File: src/rtl/perst_seq.sv
// perst_seq: PCIe PERST# generator for the core CPLD reset block.
// Each channel releases from either the debounced PLTRST# or a timed CPU
// power-good, releases are staggered in index order, and any loss of a
// channel's source re-asserts that channel on the following clock.
module perst_seq #(
  parameter int NUM_CH    = 4,
  parameter int PWRGD_DLY = 1300000,
  parameter int STAGGER   = 2000,
  parameter int FILT      = 4
) (
  input  logic              iClk,
  input  logic              iRst_n,
  input  logic              iPltRst_n,
  input  logic              iCpuPwrgd,
  input  logic [NUM_CH-1:0] iModeSel,
  input  logic [NUM_CH-1:0] iForceRst,
  output logic [NUM_CH-1:0] oPerst_n,
  output logic              oPltRstBuf_n,
  output logic              oAllReleased
);

  localparam int PWR_W = $clog2(PWRGD_DLY + 1);
  localparam int GAP_W = $clog2(STAGGER + 1);
  localparam int FLT_W = $clog2(FILT + 1);
  localparam int PTR_W = (NUM_CH > 1) ? $clog2(NUM_CH) : 1;

  typedef enum logic [1:0] {
    ST_HOLD = 2'd0,
    ST_GAP  = 2'd1,
    ST_DONE = 2'd2
  } state_t;

  logic              plt_s1_q, plt_s1_d, plt_s2_q, plt_s2_d;
  logic              pwr_s1_q, pwr_s1_d, pwr_s2_q, pwr_s2_d;
  logic [FLT_W-1:0]  flt_cnt_q, flt_cnt_d;
  logic              flt_lvl_q, flt_lvl_d;
  logic [PWR_W-1:0]  pwr_cnt_q, pwr_cnt_d;
  logic [NUM_CH-1:0] mode_lat_q, mode_lat_d;
  logic [NUM_CH-1:0] perst_q, perst_d;
  state_t            state_q, state_d;
  logic [PTR_W-1:0]  ptr_q, ptr_d;
  logic [GAP_W-1:0]  gap_q, gap_d;
  logic              all_rel_q, all_rel_d;

  logic              pwr_done;
  logic [NUM_CH-1:0] ok;
  logic              drop;

  // Index of the lowest channel still held in reset (0 when none is).
  function automatic logic [PTR_W-1:0] lowest_zero(input logic [NUM_CH-1:0] v);
    logic [PTR_W-1:0] idx;
    idx = '0;
    for (int i = NUM_CH - 1; i >= 0; i--) begin
      if (!v[i]) idx = PTR_W'(i);
    end
    return idx;
  endfunction

  // Synchronisers, PLTRST# debounce filter, power-good timer and strap latch.
  always_comb begin
    plt_s1_d  = iPltRst_n;
    plt_s2_d  = plt_s1_q;
    pwr_s1_d  = iCpuPwrgd;
    pwr_s2_d  = pwr_s1_q;
    flt_cnt_d = '0;
    flt_lvl_d = 1'b0;
    pwr_cnt_d = '0;
    if (plt_s2_q) begin
      flt_cnt_d = flt_cnt_q;
      if (flt_cnt_q != FLT_W'(FILT)) flt_cnt_d = flt_cnt_q + FLT_W'(1);
      flt_lvl_d = flt_lvl_q | (flt_cnt_q == FLT_W'(FILT));
    end
    if (pwr_s2_q) begin
      pwr_cnt_d = pwr_cnt_q;
      if (pwr_cnt_q != PWR_W'(PWRGD_DLY)) pwr_cnt_d = pwr_cnt_q + PWR_W'(1);
    end
    // Straps track the pins only while the block is held in reset.
    mode_lat_d = iRst_n ? mode_lat_q : iModeSel;
  end

  // The synced level gates the source directly so a falling PLTRST# or
  // PWRGD pulls PERST# low one cycle ahead of the filter/timer clearing.
  assign pwr_done = (pwr_cnt_q == PWR_W'(PWRGD_DLY));

  // Release sequencer: per-channel ok, immediate re-assert, staggered release.
  always_comb begin
    for (int i = 0; i < NUM_CH; i++) begin
      ok[i] = (mode_lat_q[i] ? (pwr_done & pwr_s2_q) : (flt_lvl_q & plt_s2_q))
              & ~iForceRst[i];
    end
    drop    = |(perst_q & ~ok);
    perst_d = perst_q & ok;
    state_d = state_q;
    gap_d   = gap_q;
    if (drop) begin
      state_d = ST_HOLD;
      gap_d   = '0;
    end else begin
      unique case (state_q)
        ST_HOLD: begin
          if (ok[ptr_q]) begin
            perst_d[ptr_q] = 1'b1;
            if (&perst_d) begin
              state_d = ST_DONE;
            end else begin
              gap_d   = GAP_W'(STAGGER);
              state_d = ST_GAP;
            end
          end
        end
        ST_GAP: begin
          gap_d = gap_q - GAP_W'(1);
          if (gap_d == '0) state_d = ST_HOLD;
        end
        ST_DONE: ;
        default: state_d = ST_HOLD;
      endcase
    end
    ptr_d     = lowest_zero(perst_d);
    all_rel_d = (state_d == ST_DONE);
  end

  // State register; everything except the strap latch clears in reset.
  always_ff @(posedge iClk) begin
    mode_lat_q <= mode_lat_d;
    if (!iRst_n) begin
      plt_s1_q  <= 1'b0;
      plt_s2_q  <= 1'b0;
      pwr_s1_q  <= 1'b0;
      pwr_s2_q  <= 1'b0;
      flt_cnt_q <= '0;
      flt_lvl_q <= 1'b0;
      pwr_cnt_q <= '0;
      perst_q   <= '0;
      state_q   <= ST_HOLD;
      ptr_q     <= '0;
      gap_q     <= '0;
      all_rel_q <= 1'b0;
    end else begin
      plt_s1_q  <= plt_s1_d;
      plt_s2_q  <= plt_s2_d;
      pwr_s1_q  <= pwr_s1_d;
      pwr_s2_q  <= pwr_s2_d;
      flt_cnt_q <= flt_cnt_d;
      flt_lvl_q <= flt_lvl_d;
      pwr_cnt_q <= pwr_cnt_d;
      perst_q   <= perst_d;
      state_q   <= state_d;
      ptr_q     <= ptr_d;
      gap_q     <= gap_d;
      all_rel_q <= all_rel_d;
    end
  end

  assign oPerst_n     = perst_q;
  assign oPltRstBuf_n = flt_lvl_q;
  assign oAllReleased = all_rel_q;

endmodule
File: config.mk
export PLATFORM = sky130hd
export DESIGN_NAME = perst_seq
export DESIGN_NICKNAME = d
export VERILOG_FILES = /design/src/rtl/perst_seq.sv
export SDC_FILE = /design/constraint.sdc
export NUM_CORES = 1
export LEC_CHECK = 0
export BUFFER_PORTS_ARGS = -buffer_cell sky130_fd_sc_hd__buf_2
export CORE_ASPECT_RATIO = 0.75
export CORE_MARGIN = 2
export CORE_UTILIZATION = 35
export CTS_CLUSTER_DIAMETER = 150
export DETAILED_ROUTE_END_ITERATION = 12
export PLACE_DENSITY = 0.5
export SLEW_MARGIN = 25
export SYNTH_ARGS = -nofsm -noshare
export SYNTH_HDL_FRONTEND = slang
export SYNTH_SLANG_ARGS = --single-unit
File: constraint.sdc
create_clock -name iClk -period 2.2 [get_ports iClk]
set_clock_uncertainty 0.05 [all_clocks]
set_input_delay 0.22 -clock iClk [delete_from_list [all_inputs] [get_ports iClk]]
set_output_delay 0.22 -clock iClk [all_outputs]
set_load 0.01 [all_outputs]
Word level (Yosys, flattened, before mapping)
Cells that the tools add are included.

Register bits: 53. Bits in latches: 0. Memory bits (writable): 0. Memory bits (read-only): 0. Bits of input ports: 12. Output and inout bits: 6. Logic and storage cells: 78. Memories: 0.

Add/subtract/negate cells: 3. Multiply operators: 0. Div/mod/pow operators: 0. $lt $le $gt $ge: 2. Eq/ne operators: 9. Shift-type cells: 0. Muxes and demuxes: 22. Bitwise logic cells: 16. Reductions and logical operators: 12.

Operators with widths (number): $mux 11 (2); $pmux 11 s2 (1); $add 21x1->21 const B (1); $eq 21x21->1 const B (1); $ne 21x21->1 const B (1); $mux 2 (6); $mux 4 (3); $logic_not 11->1 (1); $sub 11x1->11 const B (1); $and 4x4->4 (2); $mux 1 (7); $and 1x1->1 (6); $pmux 2 s3 (1); $reduce_and 2->1 (3); $reduce_and 3->1 (2); $not 1->1 (5); $reduce_or 5->1 (1); $eq 2x2->1 const B (2); $ne 2x2->1 const B (2); $not 4->4 (1); $or 4x4->4 (1); $reduce_and 4->1 (1); $reduce_or 4->1 (1); $add 3x1->3 const B (1); other kinds (11) (11).

Logic depth before layout (Yosys ltp)
Gate-level depths: netlist of the first run.

Word-level depth: 12. Mapped depth: 11. Gate-level depth less buffers: 10.

Least setup slack after synthesis of the first run
Ideal clock, no wire load.

Kind: register to register. Start: register pwr_cnt_q[0]. End: register ptr_q[1]. Library setup time: 0.079 ns. Arrival time: 2.302 ns. Required time: 2.071 ns. Setup slack: -0.231 ns. Stages on the path, launching flop included: 12. Buffers on the path: 1. Period minus slack after synthesis: 2.431 ns. Cell sequence: dfxtp_1 inv_1 ha_1 nor4bb_1 nand2_1 clkbuf_8 o311ai_0 and4_1 nor4b_4 a32oi_1 o21bai_1 a211oi_2.

Longest elaborated chain between the ends: 11. Elaborated cells between the ends (all ways): 23. Classes of those cells: 1 x eq/ne; 11 x mux; 9 x bitwise; 2 x reduce/logical.

Ends and longest elaborated chain: start, declared (RTL line 37) `logic [PWR_W-1:0] pwr_cnt_q, pwr_cnt_d;`; start signal, assigned (RTL line 146) `pwr_cnt_q <= pwr_cnt_d;`; $eq 21x21->1 (*) (RTL line 83) `assign pwr_done = (pwr_cnt_q == PWR_W'(PWRGD_DLY));`; $and 1x1->1 (*) (RTL line 88) `ok[i] = (mode_lat_q[i] ? (pwr_done & pwr_s2_q) : (flt_lvl_q & plt_s2_q))`; $mux 1 (RTL line 88); $and 1x1->1 (RTL line 89) `& ~iForceRst[i];`; $bmux 1 s2 / $and 4x4->4 (equally long branches) (RTL line 101, 92); $mux 1 (not written as such) / $or 4x4->4 (equally long branches); $mux 4 (RTL line 101) `if (ok[ptr_q]) begin`; $mux 4 (RTL line 99) `unique case (state_q)`; $mux 4 (*) (RTL line 95) `if (drop) begin`; $mux 2 (2 in a row) (RTL line 54) `if (!v[i]) idx = PTR_W'(i);`; end signal, assigned (RTL line 149) `ptr_q <= ptr_d;`; end, declared (RTL line 41) `logic [PTR_W-1:0] ptr_q, ptr_d;`.

Every way passes the cells marked *; elsewhere a longest branch is shown, timed or not. The select of a mux whose other input is x is not followed. A chain may end at the register's enable or synchronous reset.

Worst setup path in the final report of the first run
Start: register pwr_cnt_q[2]. End: register ptr_q[1].

The elaborated chain is that of the path after synthesis.

==> results of run 1 <==
logic make-up after synthesis:
| logic type | Yosys count |
|---|---|
| flip-flops | 53 |
| buffers and inverters | 19 |
| XOR/XNOR | 22 |
| multiplexers | 1 |
| AO/OA/AOI/OAI | 51 |
| AND/OR/NAND/NOR | 139 |
| adder cells (fa/ha/maj) | 6 |
synth_stat cells, drive strengths merged, types with 2 or more instances:
master  number  area, sq um
o31ai        5         78.8
nor4         2         12.5
and4         3         27.5
o21bai       2         15.0
and2         8         50.1
nor4b        3         41.3
buf          2         16.3
o311ai       6         52.6
edfxtp       4          120
xor2        13          114
a211oi       2         20.0
nor4bb       2         26.3
nand4        6         37.5
nor3         5         25.0
nand3b       5         37.5
a211o        2         17.5
or3         10         62.6
nand2       24         90.1
o21ai        5         25.0
ha           6         75.1
nor2        40          150
dfxtp       49          981
xnor2        9         78.8
a21oi       16         80.1
clkbuf       6         32.5
a21o         3         22.5
inv         11         41.3
nor3b        2         15.0
nand2b       3         18.8
nand3       21          105
nand4b       2         17.5
a31oi        6         37.5
layout make-up:
cell class              instances  area share, %
inverters                      11           1.19
well taps                     101           3.65
flip-flops and latches         53           31.9
clock inverters                 1          0.217
clock buffers                   7           2.50
repair buffers                 64           13.7
multi-input cells             219           46.8
repair_timing:
item                                    4_1_cts  5_1_grt
pin swaps                                     6       17
gates resized for setup                       6       29
cloned                                        1        1
endpoints found under the setup margin       20       20
hold endpoints to repair                      0        0
setup buffers                                 3        2
worst paths after layout:
check                                     end  slack, ps  depth (start not counted)
worst max-delay path                 ptr_q[1]       -250                          9
worst min-delay path            mode_lat_q[1]         20                          1
worst max register to register       ptr_q[1]       -250                          9
worst min register to register       pwr_s2_q        390                          1
flip-flops by register name, indices dropped and copies added (netlist names):
| register | cells |
|---|---|
| state_q | 2 |
| oAllReleased | 1 |
| pwr_s2_q | 1 |
| mode_lat_q | 4 |
| plt_s2_q | 1 |
| oPltRstBuf_n | 1 |
| ptr_q | 2 |
| oPerst_n | 4 |
| pwr_cnt_q | 21 |
| gap_q | 11 |
| plt_s1_q | 1 |
| flt_cnt_q | 3 |
| pwr_s1_q | 1 |
worst max-delay path: stages, from the launching register on:
cell and delay (ps):
dfxtp_1 330, nor4b_2 270, nand3_1 100, buf_4 220, o31ai_4 380, o221ai_2 190
nor4b_4 300, a32oi_2 180, o21bai_1 190, a211oi_2 140
routing by layer:
layer | up-vias | wire length [microns] | global-route usage (%)
met5 | - | 0 | 0
met4 | 0 | 72 | 5.26
met3 | 8 | 175 | 3.29
met2 | 35 | 2440 | 22.5
met1 | 1043 | 3260 | 22.4
li1 | 1165 | - | -
report_power, final:
part | switching (W) | total (W) | internal, W
logic | 0.0000254 | 0.0000528 | 0.0000274
registers | 0.00000480 | 0.000986 | 0.000981
clock network | 0.000318 | 0.000575 | 0.000256
per-stage QoR:
step           worst slack, ps  cells
3_3_place_gp              -323    441
6_report                  -249    456
3_5_place_dp              -258    441
5_1_grt                   -406    456
2_1_floorplan            -34.6    291
4_1_cts                   -246    453
==> metrics.yaml, run 1 <==
run_status:
  status: "finished, violations left"
  violations: "setup timing"
global_routing:
  antenna_found_initial: 0
  grt-ovfl-total: 0
  grt_max_degree: 22
  grt_pass1_vias: 2161
  grt_pass1_wl_mm: 9.94
  gr-usage-all-layers_pct: 15.4
finish:
  finalNetCount: 372
  final_util_pct: 47.6
  syn2layout_area_growth_pct: 33.1
  layout_commonest_cell: "dfxtp_1"
  n_fill_cell: 717
  fin_area_sq_um: 3460
  multi_input_area_sq_um: 1620
  seq_area_sq_um: 1100
  n_antenna_cell: 0
  drive_gt1_share_pct: 31.8
  layout_common_cells: "47 x dfxtp_1, 44 x buf_4, 36 x nor2_1"
floorplanning:
  core_area_sq_um: 7260
  fp.dieH_microns: 78.6
  num_rows: 27
  start_util_pct: 35.8
  die_area_sq_um: 8130
  die-width_microns: 103
  io_pins: 18
synthesis:
  netlist_area_sq_um: 2600
  synthFlopType: "dfxtp_1"
  yosysSeqAreaShare_pct: 42.4
  synth-simple-area-share_pct: 28.5
  synth-compound-area-share_pct: 15.0
  ys_async_sr_fraction_pct: 0
  synth_top_family_by_area: "simple AND/OR/NAND/NOR gates"
  synth_fp_nets: 309
  synth_xor_area_share_pct: 7.42
  synth.area.mux_share_pct: 0.385
  synth-edff-count: 4
  synth.distinct_cells: 48
  synth_cells: 291
  yosys_warnings: 0
  avgSynthCellArea_sq_um: 8.93
  synth_fa_ha_area_share_pct: 2.89
  synth-seq-cells: 53
clock_network:
  path_clk_slew_ps: 100
  clkSinkCount: 53
  htreeDepth: 2
  cts-root-buf: "clkbuf_8"
  ctsHoldBuffers: 0
  cts.path.max_buffers: 2
  cts_tree: "done"
  numCtsBuffers: 5
  insertion_delay_ps: 310
drt:
  num_vias: 2251
  dr.pass1.iters: 6
  via_per_inst: 4.94
  drc_errors: 0
  wl_per_cell_microns: 13.0
  first_iter_violations: 87
  wl_mm: 5.95
  antenna_left: 0
critical_path:
  crit_arrival_ps: 2630
  cp-start-kind: "flip-flop"
  path_class: "reg2reg"
  required_ps: 2380
  startpoint: "pwr_cnt_q[2]"
  cp_max_fo: 12
  reg2reg_from: "pwr_cnt_q[2]"
  crit_path_end_kind: "flip-flop"
timing:
  setup_ws_ps: -249
  rsz0062_at_grt: "true"
  fmax_ghz: 0.408
  finalMaxSlewViolations: 0
  slew_headroom_pct: 50.1
  finalCriticalPeriod_ps: 2450
  final-setup-viol-count: 20
  worst_slew_pin_slew_ps: 746
  fin_crit_sh_pct: 111
  hold_violations: 0
  hold_ws_ps: 23.0
  setup_tns_ps: -2980
place:
  place_area_sq_um: 3130
  gp_congestion: 0.905
  hpwl_mm: 4.22
  port_buffers: 17
worst_hold_path:
  min_from: "iModeSel[1]"
  holdCritPathClass: "in2reg"
power:
  p_per_area_nw_per_um2: 467
  ir_drop_v: 0.000246
  p_leak_nw: 1.26
  finalPower_w: 0.00161
job:
  drv_cap: 0
Note: power is estimated with default switching activity, not from simulation.
==> run 2: changes to the inputs <==
==> constraint.sdc (replaced) <==
create_clock -name iClk -period 2.2 [get_ports iClk]
set_clock_uncertainty 0.05 [all_clocks]
set_input_delay 0.11 -clock iClk [delete_from_list [all_inputs] [get_ports iClk]]
set_output_delay 0.11 -clock iClk [all_outputs]
set_load 0.01 [all_outputs]
==> metrics.yaml, run 2 (synthesized netlist as in run 1, its figures left out) <==
run_status:
  status: "finished, violations left"
  violations: "setup timing"
finish:
  syn2layout_area_growth_pct: 35.5
  drive_gt1_share_pct: 31.3  # -0.53 points
  largest_register_ffs: 21  # unchanged
  fin_area_sq_um: 3520  # +1.7%
  finalNetCount: 378  # +1.6%
  layout_commonest_cell: "dfxtp_1"
  top_register: "pwr_cnt_q"
  layout_common_cells: "47 x dfxtp_1, 44 x buf_4, 36 x nor2_1"
  reg_top3: "pwr_cnt_q (21), gap_q (11)"
  n_antenna_cell: 0  # unchanged
critical_path:
  r2r_setup_slack_ps: -250  # about the same
  path_class: "reg2reg"
  worst_r2r_path_depth: 9  # unchanged
  crit_arrival_ps: 2640  # about the same
  reg2reg_from: "pwr_cnt_q[2]"
  cp_max_fo: 12  # unchanged
  crit_path_end_kind: "flip-flop"
  cp-start-kind: "flip-flop"
  timing.rr.end: "ptr_q[1]"
  required_ps: 2380  # about the same
global_routing:
  grt_busiest_layer: "met2"
  grt-ovfl-total: 0  # unchanged
  grtUsageMet2_pct: 23.1  # +0.65 points
  gr-usage-all-layers_pct: 15.6  # +0.15 points
  grt_pass1_wl_mm: 10.0  # +0.97%
  antenna_found_initial: 0  # unchanged
  grtUsageMet3_pct: 3.29  # unchanged
  grt_pass1_vias: 2196  # +1.6%
  met1_usage_pct: 22.3  # -0.11 points
  grt_max_degree: 22  # unchanged
clock_network:
  path_clk_slew_ps: 100  # about the same
  numCtsBuffers: 5  # unchanged
  clkSinkCount: 53  # unchanged
  insertion_delay_ps: 310  # about the same
  cts_tree: "done"
  htreeDepth: 2  # unchanged
  cts.path.max_buffers: 2  # unchanged
  cts-root-buf: "clkbuf_8"
timing:
  final-setup-viol-count: 20  # unchanged
  hold_violations: 0  # unchanged
  fmax_ghz: 0.408  # -0.15%
  fin_crit_sh_pct: 111  # +0.16 points
  worst_slew_pin_slew_ps: 746  # -0.0747 ps
  rsz0062_at_grt: "true"
  setup_ws_ps: -252  # -3.60 ps
  finalCriticalPeriod_ps: 2450  # +3.60 ps
  finalMaxSlewViolations: 0  # unchanged
  slew_headroom_pct: 50.1  # about the same
drt:
  num_vias: 2265  # +0.62%
  wl_per_cell_microns: 13.0  # -0.34%
  antenna_left: 0  # unchanged
  wl_mm: 6.01  # +0.97%
  first_iter_violations: 100  # +15%
  drc_errors: 0  # unchanged
  via_per_inst: 4.90  # -0.68%
  dr.pass1.iters: 6  # unchanged
floorplanning:
  num_rows: 27  # unchanged
  io_pins: 18  # unchanged
  fp.dieH_microns: 78.6  # unchanged
  die-width_microns: 103  # unchanged
  start_util_pct: 35.8  # unchanged
  die_area_sq_um: 8130  # unchanged
  core_area_sq_um: 7260  # unchanged
worst_hold_path:
  holdPathStages: 2  # +1
  min_from: "iRst_n"
  min_to: "plt_s1_q"
  holdCritPathClass: "in2reg"
place:
  pre_cts_ws_ps: -258  # unchanged
  port_buffers: 17  # unchanged
  gp_congestion: 0.905  # unchanged
  hpwl_mm: 4.22  # unchanged
  place_area_sq_um: 3130  # unchanged
power:
  p_per_area_nw_per_um2: 461  # -1.3%
  p_leak_nw: 1.29  # +2.0%
  finalPower_w: 0.00162  # +0.43%
  ir_drop_v: 0.000271  # +9.8%
job:
  drv_cap: 0  # unchanged
## run 2: cell count changes in the layout (fill, tap and decap cells not counted)
cell,change
dlygate4sd3_1,+6
## run 2: report_power, final
group          internal, W  switching (W)
sequential        0.000981     0.00000498
clock             0.000256       0.000317
combinational    0.0000343      0.0000270
## run 2: worst max path at each step
stage                             from           end  slack, ps  depth (start not counted)
final                     pwr_cnt_q[2]      ptr_q[1]       -250                          9
after global routing      pwr_cnt_q[0]      ptr_q[1]       -400                         11
after CTS                 pwr_cnt_q[0]      ptr_q[1]       -250                         11
after global placement    pwr_cnt_q[0]  oAllReleased       -320                         11
after floorplan           pwr_cnt_q[0]      ptr_q[1]        -30                         11
after detailed placement  pwr_cnt_q[0]      ptr_q[1]       -260                         11
## run 2: metal layers
| metal | wire [microns] | part of all wire (%) | up-vias |
|---|---|---|---|
| met4 | 72 | 1.2 | 0 |
| li1 | - | - | 1178 |
| met5 | 0 | 0 | - |
| met2 | 2500 | 42 | 33 |
| met3 | 188 | 3.1 | 8 |
| met1 | 3240 | 54 | 1046 |
## run 2: through the flow
stage                     TNS [ps]  std cells  hold WS [ps]  util (%)
after CTS                    -3680        459          88.0      46.0
after global routing         -6080        462           111      48.4
after floorplan               -133        291           159         -
after global placement       -3020        441           239      43.1
final                        -3100        462           106      48.4
after detailed placement     -2850        441           239      43.1
## run 2: what timing repair did
item,4_1_cts,5_1_grt
endpoints found under the hold margin,6,0
gates resized for setup,6,29
hold buffers,6,0
gates cloned,1,1
setup buffers,3,2
pin swaps,6,17
setup endpoints to repair,20,20
## run 2: layout make-up
class	instances	area, sq um
Sequential cell	53	1100
Tap cell	101	126
Fill cell	714	3740
Multi-Input combinational cell	219	1620
Timing Repair Buffer	70	536
Clock inverter	1	7.51
Inverter	11	41.3
Clock buffer	7	86.3
## run 2: worst max-delay path: stages (launching register included)
cell,delay [ps]
dfxtp_1,330
nor4b_2,270
nand3_1,100
buf_4,220
o31ai_4,380
o221ai_2,190
nor4b_4,300
a32oi_2,180
o21bai_1,190
a211oi_2,140
